## src/rtl/rat_pkg.sv

```systemverilog
// rat_pkg: shared state encoding, direction codes and maze limits for the rat controller
package rat_pkg;

    typedef enum logic [2:0] {
        IDLE,
        INIT,
        MARK,
        CHECK,
        BACK,
        NEXT,
        DONE,
        FAIL
    } state_t;

    localparam logic [1:0] DIR_UP    = 2'b00;
    localparam logic [1:0] DIR_RIGHT = 2'b01;
    localparam logic [1:0] DIR_DOWN  = 2'b10;
    localparam logic [1:0] DIR_LEFT  = 2'b11;

    localparam logic [3:0] MAZE_MAX = 4'hF;

    // Reversing a move only flips the axis-sign bit of the direction code
    function automatic logic [1:0] opposite(input logic [1:0] d);
        return d ^ 2'b10;
    endfunction

endpackage

```

## src/rtl/rat_dir_decode.sv

```systemverilog
// rat_dir_decode: maps a direction code to the neighbour-address selects
module rat_dir_decode
    import rat_pkg::*;
(
    input  logic [1:0] dir,
    output logic [3:0] sel
);

    // sel = {adder_sel, inc_dec_sel, x_sel, y_sel}; horizontal moves steer the adder onto x
    always_comb begin
        sel = (dir == DIR_UP)    ? 4'b0001 :
              (dir == DIR_RIGHT) ? 4'b1110 :
              (dir == DIR_DOWN)  ? 4'b0101 : 4'b1010;
    end

endmodule

```

## src/rtl/rat_controller.sv

```systemverilog
// rat_controller: depth-first search control FSM driving the rat datapath strobes
module rat_controller
    import rat_pkg::*;
#(
    parameter int            TW         = 16,
    parameter logic [TW-1:0] MAX_CYCLES = 16'd65535
)(
    input  logic       clk,
    input  logic       rst,
    input  logic       start,
    input  logic       co,
    input  logic [1:0] counter_val,
    input  logic [1:0] pop_val,
    input  logic       empty,
    input  logic       wall,
    input  logic       finish,
    output logic       rst_reg,
    output logic       rst_counter,
    output logic       ld_reg,
    output logic       ld_counter,
    output logic       inc_counter,
    output logic       adder_sel,
    output logic       inc_dec_sel,
    output logic       x_sel,
    output logic       y_sel,
    output logic       pop,
    output logic       push,
    output logic       rd_mem,
    output logic       wr_mem,
    output logic       mem_din,
    output logic [1:0] push_val,
    output logic [1:0] counter_ld_val,
    output logic       done,
    output logic       fail
);

    localparam logic [TW-1:0] WD_LAST = MAX_CYCLES - TW'(1);

    state_t        state;
    logic [TW-1:0] wd;
    logic          busy;
    logic          wd_hit;
    logic          probe;
    logic [1:0]    dir;
    logic [3:0]    dec;

    assign busy   = !(state inside {IDLE, DONE, FAIL});
    assign wd_hit = busy && (wd == WD_LAST);
    assign done   = (state == DONE);
    assign fail   = (state == FAIL);

    // Backtracking steps opposite to the popped move; everything else probes the counter direction
    assign dir = (state == BACK) ? opposite(pop_val) : counter_val;

    rat_dir_decode u_dec (
        .dir (dir),
        .sel (dec)
    );

    assign {adder_sel, inc_dec_sel, x_sel, y_sel} = probe ? dec : 4'b0000;

    // Per-cycle datapath strobes; a watchdog hit silences everything for its cycle
    always_comb begin
        {rst_reg, rst_counter, ld_reg, ld_counter, inc_counter} = '0;
        {pop, push, rd_mem, wr_mem, mem_din} = '0;
        push_val       = '0;
        counter_ld_val = '0;
        probe          = 1'b0;
        if (!wd_hit) begin
            case (state)
                INIT: {rst_reg, rst_counter} = 2'b11;
                MARK: {wr_mem, mem_din} = 2'b11;
                CHECK: if (!finish) begin
                    rd_mem      = 1'b1;
                    probe       = 1'b1;
                    inc_counter = wall && !co;
                    ld_reg      = !wall;
                    push        = !wall;
                    rst_counter = !wall;
                    push_val    = wall ? 2'b00 : counter_val;
                end
                BACK: if (!empty) begin
                    {pop, ld_reg, ld_counter, probe} = 4'b1111;
                    counter_ld_val = pop_val;
                end
                NEXT: inc_counter = !co;
                default: ;
            endcase
        end
    end

    // State register and busy-cycle watchdog, which idles at zero so each run counts from INIT
    always_ff @(posedge clk or negedge rst) begin
        if (!rst) begin
            state <= IDLE;
            wd    <= '0;
        end else begin
            wd <= busy ? wd + TW'(1) : '0;
            if (wd_hit)
                state <= FAIL;
            else
                case (state)
                    IDLE, DONE, FAIL: if (start) state <= INIT;
                    INIT:    state <= MARK;
                    MARK:    state <= CHECK;
                    CHECK:   state <= finish ? DONE : !wall ? MARK : co ? BACK : CHECK;
                    BACK:    state <= empty ? FAIL : NEXT;
                    NEXT:    state <= co ? BACK : CHECK;
                    default: state <= IDLE;
                endcase
        end
    end

endmodule

```

## config.mk

```make
export PLATFORM = sky130hd
export DESIGN_NAME = rat_controller
export DESIGN_NICKNAME = d
export VERILOG_FILES = /design/src/rtl/rat_pkg.sv /design/src/rtl/rat_dir_decode.sv /design/src/rtl/rat_controller.sv
export SDC_FILE = /design/constraint.sdc
export NUM_CORES = 1
export LEC_CHECK = 0
export ABC_AREA = 0
export BUFFER_PORTS_ARGS = -buffer_cell sky130_fd_sc_hd__buf_4
export CORE_UTILIZATION = 50
export CTS_BUF_LIST = sky130_fd_sc_hd__clkbuf_8
export DETAILED_ROUTE_END_ITERATION = 8
export PLACE_DENSITY = 0.82
export SYNTH_ARGS = -nofsm -noshare
export SYNTH_HDL_FRONTEND = slang
export SYNTH_SLANG_ARGS = --single-unit
```

## constraint.sdc

```tcl
create_clock -name clk -period 2.4 [get_ports clk]
set_clock_uncertainty 0.1 [all_clocks]
set_input_delay 0.24 -clock clk [delete_from_list [all_inputs] [get_ports clk]]
set_output_delay 0.24 -clock clk [all_outputs]
set_load 0.01 [all_outputs]
```

==> metrics.cfg <==
[die]
die_y_um = 51.1
ios = 31
core_area_um2 = 2230
die_w_um = 51.1
dieArea_um2 = 2610
start_util = 0.539
rows = 17

[routing]
route.vias.total = 1124
wl_per_cell_um = 12.5
route.detailed.drc = 0
drt-total-wl_mm = 2.56
vias_per_cell = 5.48
drt_first_pass_iters = 4
ant_nets = 0
dr.first_iter.drc_count = 22

[logic_synthesis]
async_flop_share = 1.00
syn_area_um2 = 1200
ys_types = 37
synth_top_area_cell = dfrtp_1
synthCells = 141
syn_avg_cell_area_um2 = 8.55
synth.area.top_cells = dfrtp_1, nor2_1, xor2_1
synth_top_area_frac = 0.395
synth_ff_type = dfrtp_1
synthesis.nets = 154
yosys_warnings = 0
synth_commonest_cells = nor2_1, dfrtp_1, nand2_1, xor2_1
synthMostInstantiatedCell = nor2_1
yosysSeqAreaShare = 0.395
synth_edf_count = 0
ys_ff_latch = 19

[power]
finalPower_mw = 1.33
power.density_nw_per_um2 = 852
p_clk_frac = 0.161
switching_share = 0.394
p_int_uw = 806
max-vdd-ir-drop_mv = 0.499
combinationalPowerShare = 0.507
pwr-share-seq = 0.332
power.leakage_nw = 0.734
power.net_switching_uw = 524

[cells_and_area]
final_cells = 205
final_layout_size_suffix_gt1_frac = 0.282
post-route-util = 0.699
fillers = 177
final_cell_area_um2 = 1560
layout.nets = 191
seqCellArea_um2 = 475
multi_input_area_um2 = 687
diodes = 0
area_delta_synth_final_pct = 29.6

[sta]
period_share = 0.951
rsz0062_at_grt = no
slew-limit-headroom = 0.758
layout_min_cycle_time_ps = 2280
setup_ws_ps = 117
maxSlewViolCount = 0
fmax_mhz = 438
setup_tns_ps = 0
hold_viol_final = 0
finalHoldWorstSlack_ps = 273
worst_pin_slew_ps = 359
finalSetupViolations = 0

[place]
placed_area_um2 = 1440
gp_congestion = 0.798
dp_hpwl_mm = 1.95
dp.cells = 195
dp_slack_ps = 212
portBuffers = 30

[global_route]
overflow = 0
groute.usage.overall = 0.218
antenna_found_initial = 0
grt_pass1_vias = 1025
grt_start_max_net_pins = 20
grt_pass1_wl_mm = 4.37

[clock_network]
htree_levels = 1
cts_buffer_depth = 2
cts_tree = built
cts_root_buf = clkbuf_8
cts.sinks = 19
clk_pin_slew_ps = 60
cts_buffers = 3
insertion_delay_ps = 250

[critical_path]
critPathMaxFanout = 10
cp_data_arrival_time_ps = 1940
required_ps = 2060
path_class = reg2out
startpoint_type = register
end_kind = output pin

[run]
max_cap_violations = 0

[run_status]
outcome = finished clean

[min_path]
holdCritPathClass = in2reg

==> cell usage in the layout, fill, tap and decap left out, types with 5 or more instances in the layout <==
cell / Yosys / routed
a21oi_1: 5 / 5
buf_4: 3 / 37
dfrtp_1: 19 / 19
nand2_1: 11 / 11
nand4_1: 5 / 5
nor2_1: 30 / 30
nor3_1: 6 / 5
or3_1: 6 / 5
xor2_1: 9 / 9
==> flip-flops by register name, summed over array words and instances (netlist names) <==
register	count
wd	16
state	3
==> layout make-up <==
type / instances / area share
clock inverter: 1 / 0.00321
sequential: 19 / 0.304
timing repair buffer: 40 / 0.199
clock buffer: 3 / 0.0264
multi-input combinational: 112 / 0.440
inverter: 2 / 0.00481
tap: 28 / 0.0224
==> cells by family after synthesis <==
logic type / synth area share
simple gates: 0.355
flops: 0.395
compound gates: 0.0862
xor+xnor: 0.0945
buf+inv: 0.0488
fa+ha+maj: 0.0208
==> per-layer routing <==
layer | part of all wire | vias to the layer above | global-route usage | routed length, um
li1 | - | 559 | - | -
met1 | 0.45 | 527 | 0.287 | 1160
met2 | 0.50 | 36 | 0.377 | 1290
met3 | 0.036 | 2 | 0.0179 | 92
met4 | 0.0055 | 0 | 0.0694 | 14
met5 | 0 | - | 0 | 0
==> worst max-delay path: stages, from the launching register on <==
cell	delay [ps]
dfrtp_1	500
or3_4	390
nand2_4	90
nor3_4	40
buf_6	140
buf_6	130
nor4b_2	240
buf_4	170
==> power by group through the flow <==
stage / sequential, mW / combinational [mW] / clock, mW
final: 0.442 / 0.674 / 0.214
after global placement: 0.445 / 0.615 / 0
after CTS: 0.443 / 0.664 / 0.221
after floorplan: 0.425 / 0.437 / 0
after global routing: 0.452 / 0.747 / 0.232
after detailed placement: 0.453 / 0.635 / 0
==> timing repair <==
action | 4_1_cts | 5_1_grt
pin swaps | 1 | 1
gates resized for setup | 2 | 3
hold buffers | 1 | 0
setup buffers | 3 | 2
setup endpoints to repair | 9 | 9
endpoints found under the hold margin | 19 | 0
==> final timing paths <==
path                           from  slack, ps        to  depth (start not counted)
max reg2reg                state[0]        350  state[2]                          6
min                              co        270  state[2]                          4
min in group asynchronous       rst        290     wd[3]                          2
max in group asynchronous       rst       1700    wd[13]                          2
min reg2reg                   wd[0]        440     wd[0]                          2
max                        state[0]        120   mem_din                          7
Note: power is estimated with default switching activity, not from simulation.
